## src/rtl/cpu_run_ctrl_if.sv

```systemverilog
// Run-control bus between cpu_run_ctrl and its environment.
// The instret counter output exists only when RUN_CTRL_INSTRET_EN is defined.
interface cpu_run_ctrl_if #(
  parameter int PC_W  = 32,
  parameter int CNT_W = 32
);
  logic             restart;
  logic             commit_vld;
  logic [PC_W-1:0]  commit_pc;
  logic             cpu_reset;
  logic             running;
  logic             done;
  logic             timeout;
  logic [CNT_W-1:0] cycles;
`ifdef RUN_CTRL_INSTRET_EN
  logic [CNT_W-1:0] instret;
`endif

  // Controller side: consumes commits and restart, produces run status.
  modport master (
    input  restart, commit_vld, commit_pc,
    output cpu_reset, running, done, timeout, cycles
`ifdef RUN_CTRL_INSTRET_EN
    , output instret
`endif
  );

  // Environment side: CPU/test harness that observes the status.
  modport slave (
    output restart, commit_vld, commit_pc,
    input  cpu_reset, running, done, timeout, cycles
`ifdef RUN_CTRL_INSTRET_EN
    , input instret
`endif
  );
endinterface

```

## src/rtl/cpu_run_ctrl.sv

```systemverilog
// CPU run controller: holds the CPU in reset for RST_CYCLES, lets it run,
// and stops it either when the same PC retires HALT_REPEAT times in a row
// (halt loop) or when MAX_CYCLES run cycles have elapsed.
// Optional feature macro: RUN_CTRL_INSTRET_EN adds a retired-instruction
// counter on the interface.
module cpu_run_ctrl #(
  parameter int PC_W        = 32,
  parameter int CNT_W       = 32,
  parameter int RST_CYCLES  = 4,
  parameter int MAX_CYCLES  = 100000,
  parameter int HALT_REPEAT = 3
) (
  input logic              clk,
  input logic              reset,
  cpu_run_ctrl_if.master   bus
);

  localparam int REP_W = $clog2(HALT_REPEAT + 1);

  localparam logic [7:0]       HOLD_LAST = 8'(RST_CYCLES - 1);
  localparam logic [REP_W-1:0] REP_LAST  = REP_W'(HALT_REPEAT - 1);
  localparam logic [CNT_W-1:0] CYC_LAST  = CNT_W'(MAX_CYCLES - 1);

  typedef enum logic [1:0] {
    HOLD = 2'd0,
    RUN  = 2'd1,
    DONE = 2'd2,
    TOUT = 2'd3
  } state_t;

  state_t           state;
  logic [7:0]       hold_cnt;
  logic [REP_W-1:0] rep_cnt;
  logic             last_vld;
  logic [PC_W-1:0]  last_pc;
  logic [CNT_W-1:0] cycles_q;
  logic             cpu_reset_q;
  logic             running_q;
  logic             done_q;
  logic             timeout_q;

  logic same_pc;
  logic halt_hit;

  // A commit repeats the previous PC only once a previous PC has been seen
  // in this run; the commit that completes HALT_REPEAT in a row halts.
  assign same_pc  = bus.commit_vld && last_vld && (bus.commit_pc == last_pc);
  assign halt_hit = same_pc && (rep_cnt == REP_LAST);

  // Run-control FSM with registered status outputs and counters.
  always_ff @(posedge clk or negedge reset) begin
    if (!reset) begin
      state       <= HOLD;
      hold_cnt    <= '0;
      rep_cnt     <= '0;
      last_vld    <= 1'b0;
      cycles_q    <= '0;
      cpu_reset_q <= 1'b1;
      running_q   <= 1'b0;
      done_q      <= 1'b0;
      timeout_q   <= 1'b0;
    end else begin
      case (state)
        HOLD: begin
          if (hold_cnt == HOLD_LAST) begin
            state       <= RUN;
            hold_cnt    <= '0;
            cpu_reset_q <= 1'b0;
            running_q   <= 1'b1;
          end else begin
            hold_cnt <= hold_cnt + 8'd1;
          end
        end
        RUN: begin
          cycles_q <= cycles_q + 1'b1;
          if (bus.commit_vld) begin
            last_vld <= 1'b1;
            if (same_pc) rep_cnt <= rep_cnt + 1'b1;
            else         rep_cnt <= REP_W'(1);
          end
          // Halt takes priority over a timeout landing on the same edge.
          if (halt_hit) begin
            state     <= DONE;
            running_q <= 1'b0;
            done_q    <= 1'b1;
          end else if (cycles_q == CYC_LAST) begin
            state     <= TOUT;
            running_q <= 1'b0;
            timeout_q <= 1'b1;
          end
        end
        DONE, TOUT: begin
          if (bus.restart) begin
            state       <= HOLD;
            hold_cnt    <= '0;
            rep_cnt     <= '0;
            last_vld    <= 1'b0;
            cycles_q    <= '0;
            cpu_reset_q <= 1'b1;
            done_q      <= 1'b0;
            timeout_q   <= 1'b0;
          end
        end
        default: state <= HOLD;
      endcase
    end
  end

  // Last committed PC; qualified by last_vld, so it needs no reset.
  always_ff @(posedge clk) begin
    if (state == RUN && bus.commit_vld && !same_pc) last_pc <= bus.commit_pc;
  end

`ifdef RUN_CTRL_INSTRET_EN
  logic [CNT_W-1:0] instret_q;

  // Retired-instruction counter: counts RUN commits, cleared by restart.
  always_ff @(posedge clk or negedge reset) begin
    if (!reset) begin
      instret_q <= '0;
    end else if (state == RUN && bus.commit_vld) begin
      instret_q <= instret_q + 1'b1;
    end else if ((state == DONE || state == TOUT) && bus.restart) begin
      instret_q <= '0;
    end
  end

  assign bus.instret = instret_q;
`endif

  assign bus.cpu_reset = cpu_reset_q;
  assign bus.running   = running_q;
  assign bus.done      = done_q;
  assign bus.timeout   = timeout_q;
  assign bus.cycles    = cycles_q;

endmodule

```

## src/flat_wrapper.sv

```systemverilog
// flat-port wrapper written by rule: the top's interface ports become plain ports
module cpu_run_ctrl_flat 
#(
  parameter int PC_W        = 32,
  parameter int CNT_W       = 32,
  parameter int RST_CYCLES  = 4,
  parameter int MAX_CYCLES  = 100000,
  parameter int HALT_REPEAT = 3
)
  (clk, reset, bus_restart, bus_commit_vld, bus_commit_pc, bus_cpu_reset, bus_running, bus_done, bus_timeout, bus_cycles);
  cpu_run_ctrl_if #(.PC_W(PC_W), .CNT_W(CNT_W)) bus_i ();
  input logic clk;
  input logic reset;
  input wire logic [$bits(bus_i.restart)-1:0] bus_restart;
  input wire logic [$bits(bus_i.commit_vld)-1:0] bus_commit_vld;
  input wire logic [$bits(bus_i.commit_pc)-1:0] bus_commit_pc;
  output wire logic [$bits(bus_i.cpu_reset)-1:0] bus_cpu_reset;
  output wire logic [$bits(bus_i.running)-1:0] bus_running;
  output wire logic [$bits(bus_i.done)-1:0] bus_done;
  output wire logic [$bits(bus_i.timeout)-1:0] bus_timeout;
  output wire logic [$bits(bus_i.cycles)-1:0] bus_cycles;
  assign bus_i.restart = bus_restart;
  assign bus_i.commit_vld = bus_commit_vld;
  assign bus_i.commit_pc = bus_commit_pc;
  assign bus_cpu_reset = bus_i.cpu_reset;
  assign bus_running = bus_i.running;
  assign bus_done = bus_i.done;
  assign bus_timeout = bus_i.timeout;
  assign bus_cycles = bus_i.cycles;
  cpu_run_ctrl #(.PC_W(PC_W), .CNT_W(CNT_W), .RST_CYCLES(RST_CYCLES), .MAX_CYCLES(MAX_CYCLES), .HALT_REPEAT(HALT_REPEAT)) u_core (.clk(clk), .reset(reset), .bus(bus_i));
endmodule
```

## config.mk

```make
export PLATFORM = sky130hd
export DESIGN_NAME = cpu_run_ctrl_flat
export DESIGN_NICKNAME = d
export VERILOG_FILES = /design/src/rtl/cpu_run_ctrl_if.sv /design/src/rtl/cpu_run_ctrl.sv /design/src/flat_wrapper.sv
export SDC_FILE = /design/constraint.sdc
export NUM_CORES = 1
export LEC_CHECK = 0
export CORE_MARGIN = 2
export CORE_UTILIZATION = 40
export CTS_CLUSTER_DIAMETER = 200
export DETAILED_ROUTE_END_ITERATION = 10
export PLACE_DENSITY = 0.66
export REMOVE_ABC_BUFFERS = 1
export SYNTH_ARGS = -nofsm -noshare
export SYNTH_HDL_FRONTEND = slang
export SYNTH_SLANG_ARGS = --single-unit
```

## constraint.sdc

```tcl
create_clock -name clk -period 7.63 [get_ports clk]
set_clock_uncertainty 0.2 [all_clocks]
set_input_delay 0.763 -clock clk [delete_from_list [all_inputs] [get_ports clk]]
set_output_delay 0.763 -clock clk [all_outputs]
set_load 0.01 [all_outputs]
```

==> flow_metrics.env, run 1 <==
export IMPL_yosysSeqAreaShare_pct=54.5
export IMPL_rsz0062_at_grt="no"
export IMPL_drv_cap=0
export IMPL_crit_type="input pin to flip-flop"
export IMPL_h_tree_depth=3
export IMPL_io_pins=72
export IMPL_synth_avg_cell_area_um2=10.7
export IMPL_synth_ff_type="dfrtp_1"
export IMPL_dieArea_um2=10900
export IMPL_outcome="completed"
export IMPL_fp_dieW_um=104
export IMPL_postSynthCellCount=376
export IMPL_drtIter0Drc=139
export IMPL_clk_pin_slew_ns=0.09
export IMPL_ant_nets=0
export IMPL_numPortBuffers=71
export IMPL_async_reset_ff_share_pct=60.5
export IMPL_fp_dieH_um=104
export IMPL_drtPass1Iterations=4
export IMPL_worstSkewPairLatency_ns=0.35
export IMPL_ys_top_cells_by_count="48 x dfrtp_1, 44 x nand2_1, 32 x edfxtp_1"
export IMPL_cts_resized=0
export IMPL_place_gp_congestion=0.814
export IMPL_wl_um=9100
export IMPL_vias=3149
export IMPL_cts_root_buf="clkbuf_8"
export IMPL_power_leakage_uw=0.00197
export IMPL_worstPathRequired_ns=7.72
export IMPL_setup_viol=0
export IMPL_yosysUniqueCellTypes=48
export IMPL_worst_pin_slew_ns=0.891
export IMPL_core_um2=9770
export IMPL_rows=36
export IMPL_finalCritPeriodShare_pct=39.0
export IMPL_cts_buffers=9
export IMPL_antenna_found_initial=0
export IMPL_relSlewSlack_pct=39.9
export IMPL_drc=0
export IMPL_vdd_drop_max_uv=109
export IMPL_worstPathMaxFanout=3
export IMPL_dp_hpwl_um=6540
export IMPL_end_kind="flip-flop"
export IMPL_powerDensity_nw_per_um2=239
export IMPL_grt_pass1_wl_um=15100
export IMPL_grt_pass1_vias=3092
export IMPL_startpoint_type="input pin"
export IMPL_post_cts_buffers=0
export IMPL_synth_area_leaders="dfrtp_1 30%, edfxtp_1 24%, xnor2_1 6.8%, nand2_1 4.1%, nand4_1 3.6%"
export IMPL_start_util_pct=41.1
export IMPL_drive_gt1_share_pct=5.51
export IMPL_synth_seq_cells=81
export IMPL_setup_tns_final_ns=0
export IMPL_wire_per_inst_um=15.5
export IMPL_timing_fmax_mhz=336
export IMPL_cts_buffer_depth=2
export IMPL_grt_max_degree=50
export IMPL_whs_ns=0.283
export IMPL_track_usage_pct=17.3
export IMPL_viasPerCell=5.36
export IMPL_arrival_ns=3.06
export IMPL_synth_top_cell_area_share_pct=29.9
export IMPL_clock_sinks=81
export IMPL_period_needed_ns=2.97
export IMPL_drv_slew=0
export IMPL_finalHoldViolCount=0
export IMPL_diodes=0
export IMPL_synth_edf_count=32
export IMPL_hold_class="flip-flop to flip-flop"
export IMPL_yosys_area_top_type="dfrtp_1"
export IMPL_yosys_warnings=0
export IMPL_synthesis_area_um2=4020
export IMPL_overflow=0
export IMPL_nets=488
export IMPL_cts_hold_buf=0
export IMPL_syn2layout_area_growth_pct=26.1
export IMPL_synth_most_common_cell="dfrtp_1"
export IMPL_cts_tree="yes"
[worst paths after layout]
| kind | start | end | slack, ns | cells after the start |
|---|---|---|---|---|
| worst min-delay path | u_core.bus.cpu_reset$_DFFE_PN1P_ | u_core.bus.cpu_reset$_DFFE_PN1P_ | 0.28 | 2 |
| min in group asynchronous | reset | u_core.bus.cycles[1]$_DFFE_PN0P_ | 0.31 | 2 |
| worst max register to register | u_core.last_pc[12]$_DFFE_PP_ | u_core.state[1]$_DFFE_PN0P_ | 5.08 | 5 |
| worst max-delay path | bus_commit_pc[12] | u_core.state[1]$_DFFE_PN0P_ | 4.66 | 6 |
| worst min register to register | u_core.bus.cpu_reset$_DFFE_PN1P_ | u_core.bus.cpu_reset$_DFFE_PN1P_ | 0.28 | 2 |
| max in group asynchronous | reset | u_core.rep_cnt[1]$_DFFE_PN0P_ | 6.50 | 2 |
[cell families (layout without fill, tap and decap cells)]
kind of cell             after synthesis  in the layout  share of synthesized area [%]
AND/OR/NAND/NOR                      163            163                           22.3
flip-flops                            81             81                           54.5
AO/OA/AOI/OAI                         57             57                           8.79
XOR/XNOR                              40             40                           8.73
buffers and inverters                 21             99                           1.96
multiplexers                          11             11                           2.77
adder cells (fa/ha/maj)                3              3                          0.935
[flip-flops by register name, indices dropped and copies added (netlist names)]
signal	cells
u_core.last_pc	32
u_core.state	2
u_core.bus.timeout	1
u_core.bus.cycles	32
u_core.bus.cpu_reset	1
u_core.bus.running	1
u_core.bus.done	1
u_core.hold_cnt	8
u_core.rep_cnt	2
u_core.last_vld	1
[cell type report]
class                   instances  area, um^2
inverters                       9        33.8
clock buffers                  10         128
repair buffers                 74         728
clock inverters                 6        66.3
well taps                     133         166
flip-flops and latches         81        2190
multi-input cells             274        1750
fillers                       924        4710
[through the flow]
| stage | setup slack (ns) | cell area, um^2 | power (uW) | cells | util [%] |
|---|---|---|---|---|---|
| 3_3_place_gp | 4.32 | 4870 | 885 | 571 | 49.8 |
| 6_report | 4.66 | 5060 | 1210 | 587 | 51.8 |
| 3_5_place_dp | 4.27 | 4870 | 900 | 571 | 49.8 |
| 2_1_floorplan | 4.20 | 3970 | 766 | 364 | - |
| 5_1_grt | 4.63 | 5060 | 1280 | 587 | 51.8 |
| 4_1_cts | 4.66 | 5060 | 1220 | 587 | 51.8 |
[power breakdown]
part | switching [uW] | leakage [uW] | internal, uW
logic | 188 | 0.000922 | 130
clock network | 165 | 0.0000972 | 153
registers | 51.6 | 0.000956 | 521
total | 405 | 0.00197 | 804
[metal layers]
| layer | part of all wire (%) | global-route usage [%] |
|---|---|---|
| met5 | 0 | 0 |
| met4 | 0.94 | 6.66 |
| met3 | 5.7 | 3.76 |
| met2 | 47 | 27.5 |
| met1 | 47 | 23.1 |
[layout by cell type (no fill, tap or decap), drive strengths merged, types with 2 or more instances in the layout]
cell	instances
dfrtp	48
and3	13
xnor2	31
a21oi	7
ha	3
or3	2
buf	4
inv	11
a31oi	4
nand2	44
o21ai	27
clkinv	2
and2	10
nand4	24
clkdlybuf4s50	70
o22ai	3
edfxtp	32
nor3	6
clkbuf	10
nor4	11
nand3	15
or4b	2
mux2i	10
nor2	17
o31ai	4
nand2b	6
and4	6
or4	2
xor2	9
o41ai	3
[worst max-delay path, stage by stage]
cell and delay, ns:
clkdlybuf4s50_1 0.46, xor2_1 0.16, or4_1 0.53, or4_1 0.54, or4b_4 0.53, nand3_1 0.08
Note: power is estimated with default switching activity, not from simulation.
==> inputs of run 2 (changes only) <==
clock period = 2.75 ns   (was 7.63 ns; I/O delays follow)
==> flow_metrics.env, run 2 (synthesis gave the netlist of run 1 again) <==
export IMPL_cts_buffers=9
export IMPL_place_gp_congestion=0.845
export IMPL_end_kind="flip-flop"
export IMPL_fill_cells=901
export IMPL_grt_max_degree=37
export IMPL_worstReg2RegEnd="u_core.state[1]$_DFFE_PN0P_"
export IMPL_crit_type="flip-flop to flip-flop"
export IMPL_syn2layout_area_growth_pct=27.8
export IMPL_vdd_drop_max_uv=320
export IMPL_h_tree_depth=3
export IMPL_setup_tns_final_ns=0
export IMPL_reg2reg_slack_ns=0.19
export IMPL_finalCritPeriodShare_pct=93.2
export IMPL_finalHoldViolCount=0
export IMPL_drv_cap=0
export IMPL_drtIter0Drc=151
export IMPL_worst_pin_slew_ns=0.668
export IMPL_drtPass1Iterations=4
export IMPL_stdcell_area_um2=5130
export IMPL_track_usage_pct=17.3
export IMPL_io_pins=72
export IMPL_worstPathMaxFanout=2
export IMPL_worstReg2RegStart="u_core.last_pc[12]$_DFFE_PP_"
export IMPL_critPathSlowestCell="or4_1"
export IMPL_core_um2=9770
export IMPL_timing_fmax_mhz=390
export IMPL_worstPathRequired_ns=2.83
export IMPL_power_uw=3370
export IMPL_drive_gt1_share_pct=6.51
export IMPL_cp_cell_sequence="xor2_1, or4_1, or4_1, or4b_4, nand3_1"
export IMPL_dp_hpwl_um=6710
export IMPL_power_frac_seq_pct=46.9
export IMPL_relSlewSlack_pct=55.3
export IMPL_rows=36
export IMPL_ant_nets=0
export IMPL_drc=0
export IMPL_arrival_ns=2.65
export IMPL_wire_per_inst_um=14.9
export IMPL_rsz0062_at_grt="no"
export IMPL_busiest_layer="met2"
export IMPL_period_needed_ns=2.56
export IMPL_fp_dieW_um=104
export IMPL_clock_power_share_pct=25.6
export IMPL_p_switching_uw=1100
export IMPL_nets=495
export IMPL_final_cell_mix="70 x clkdlybuf4s50_1, 48 x dfrtp_1, 44 x nand2_1, 32 x edfxtp_1, 31 x xnor2_1"
export IMPL_antenna_found_initial=0
export IMPL_max_stage_delay_ns=0.54
export IMPL_swShare_pct=32.5
export IMPL_diodes=0
export IMPL_drv_slew=0
export IMPL_start_util_pct=41.1
export IMPL_powerDensity_nw_per_um2=657
export IMPL_intPower_uw=2270
export IMPL_final_common_cell="clkdlybuf4s50_1"
export IMPL_grt_pass1_wl_um=15400
export IMPL_r2r_cells=5
export IMPL_use_met2_pct=28.1
export IMPL_place_ws_ns=-0.0876
export IMPL_cts_resized=0
export IMPL_cts_tree="yes"
export IMPL_worstSkewPairLatency_ns=0.35
export IMPL_hold_class="input pin to asynchronous set/reset pin"
export IMPL_outcome="completed"
export IMPL_viasPerCell=5.31
export IMPL_cpMostUsedCell="or4_1"
export IMPL_setup_viol=0
export IMPL_grt_pass1_vias=3230
export IMPL_overflow=0
export IMPL_startpoint_type="flip-flop"
export IMPL_numPortBuffers=71
export IMPL_dpl_instance_area_um2=4920
export IMPL_dieArea_um2=10900
export IMPL_met1_usage_pct=22.3
export IMPL_grt_use_met3_pct=5.14
export IMPL_p_comb_share_pct=27.5
export IMPL_setup_slack_ns=0.187
export IMPL_power_leakage_uw=0.00201
export IMPL_fp_dieH_um=104
export IMPL_clk_pin_slew_ns=0.09
export IMPL_cts_root_buf="clkbuf_8"
export IMPL_vias=3157
export IMPL_cts_buffer_depth=2
export IMPL_wl_um=8820
export IMPL_clock_sinks=81
run 2: cell types whose count changed in the layout (fill, tap and decap cells not counted), sizes merged:
cell / before / now
inv: 11 / 10
buf: 4 / 10
dlygate4sd3: 0 / 1
clkinv: 2 / 3
run 2: through the flow:
| stage | hold WS [ns] | cells | utilization (%) |
|---|---|---|---|
| 2_1_floorplan | -0.221 | 364 | - |
| 3_3_place_gp | -0.0100 | 577 | 50.4 |
| 3_5_place_dp | -0.00896 | 577 | 50.4 |
| 4_1_cts | 0.139 | 594 | 52.5 |
| 5_1_grt | 0.155 | 594 | 52.5 |
| 6_report | 0.138 | 594 | 52.5 |
run 2: critical path, delay by kind of cell, from the launching register on:
kind / cells / cell delay [ns]
xor+xnor: 1 / 0.19
flops: 1 / 0.43
simple gates: 4 / 1.68
run 2: power by group through the flow:
| stage | registers, uW | logic, uW | clock network (uW) |
|---|---|---|---|
| 2_1_floorplan | 1600 | 528 | 0 |
| 3_3_place_gp | 1600 | 911 | 0 |
| 3_5_place_dp | 1610 | 934 | 0 |
| 4_1_cts | 1580 | 938 | 895 |
| 5_1_grt | 1610 | 1040 | 941 |
| 6_report | 1580 | 925 | 864 |
run 2: how the worst max path moves through the flow:
stage	end	slack [ns]	depth (start not counted)	startpoint
4_1_cts	u_core.state[1]$_DFFE_PN0P_	0.17	5	u_core.last_pc[12]$_DFFE_PP_
3_3_place_gp	u_core.state[1]$_DFFE_PN0P_	-0.04	6	bus_commit_pc[12]
3_5_place_dp	u_core.state[1]$_DFFE_PN0P_	-0.09	6	bus_commit_pc[12]
2_1_floorplan	u_core.last_pc[0]$_DFFE_PP_	-0.68	3	u_core.state[1]$_DFFE_PN0P_
6_report	u_core.state[1]$_DFFE_PN0P_	0.19	5	u_core.last_pc[12]$_DFFE_PP_
5_1_grt	u_core.state[1]$_DFFE_PN0P_	0.1	5	u_core.last_pc[12]$_DFFE_PP_
run 2: what timing repair did:
action / in CTS / in global routing
hold buffers: 1 / 0
setup buffers: 0 / 0
endpoints found under the hold margin: 13 / 0
run 2: area by class of cell:
type / instances / area, um^2 / share of cell area [%]
Inverter: 9 / 33.8 / 0.659
Timing Repair Buffer: 81 / 796 / 15.5
Clock buffer: 10 / 128 / 2.49
Sequential cell: 81 / 2190 / 42.7
Tap cell: 133 / 166 / 3.24
Clock inverter: 6 / 67.6 / 1.32
Multi-Input combinational cell: 274 / 1750 / 34.1
run 2: routing by layer:
layer	vias up	share of wire, %
li1	1549	-
met1	1500	45
met2	92	47
met3	16	5.7
met4	0	2.0
met5	-	0
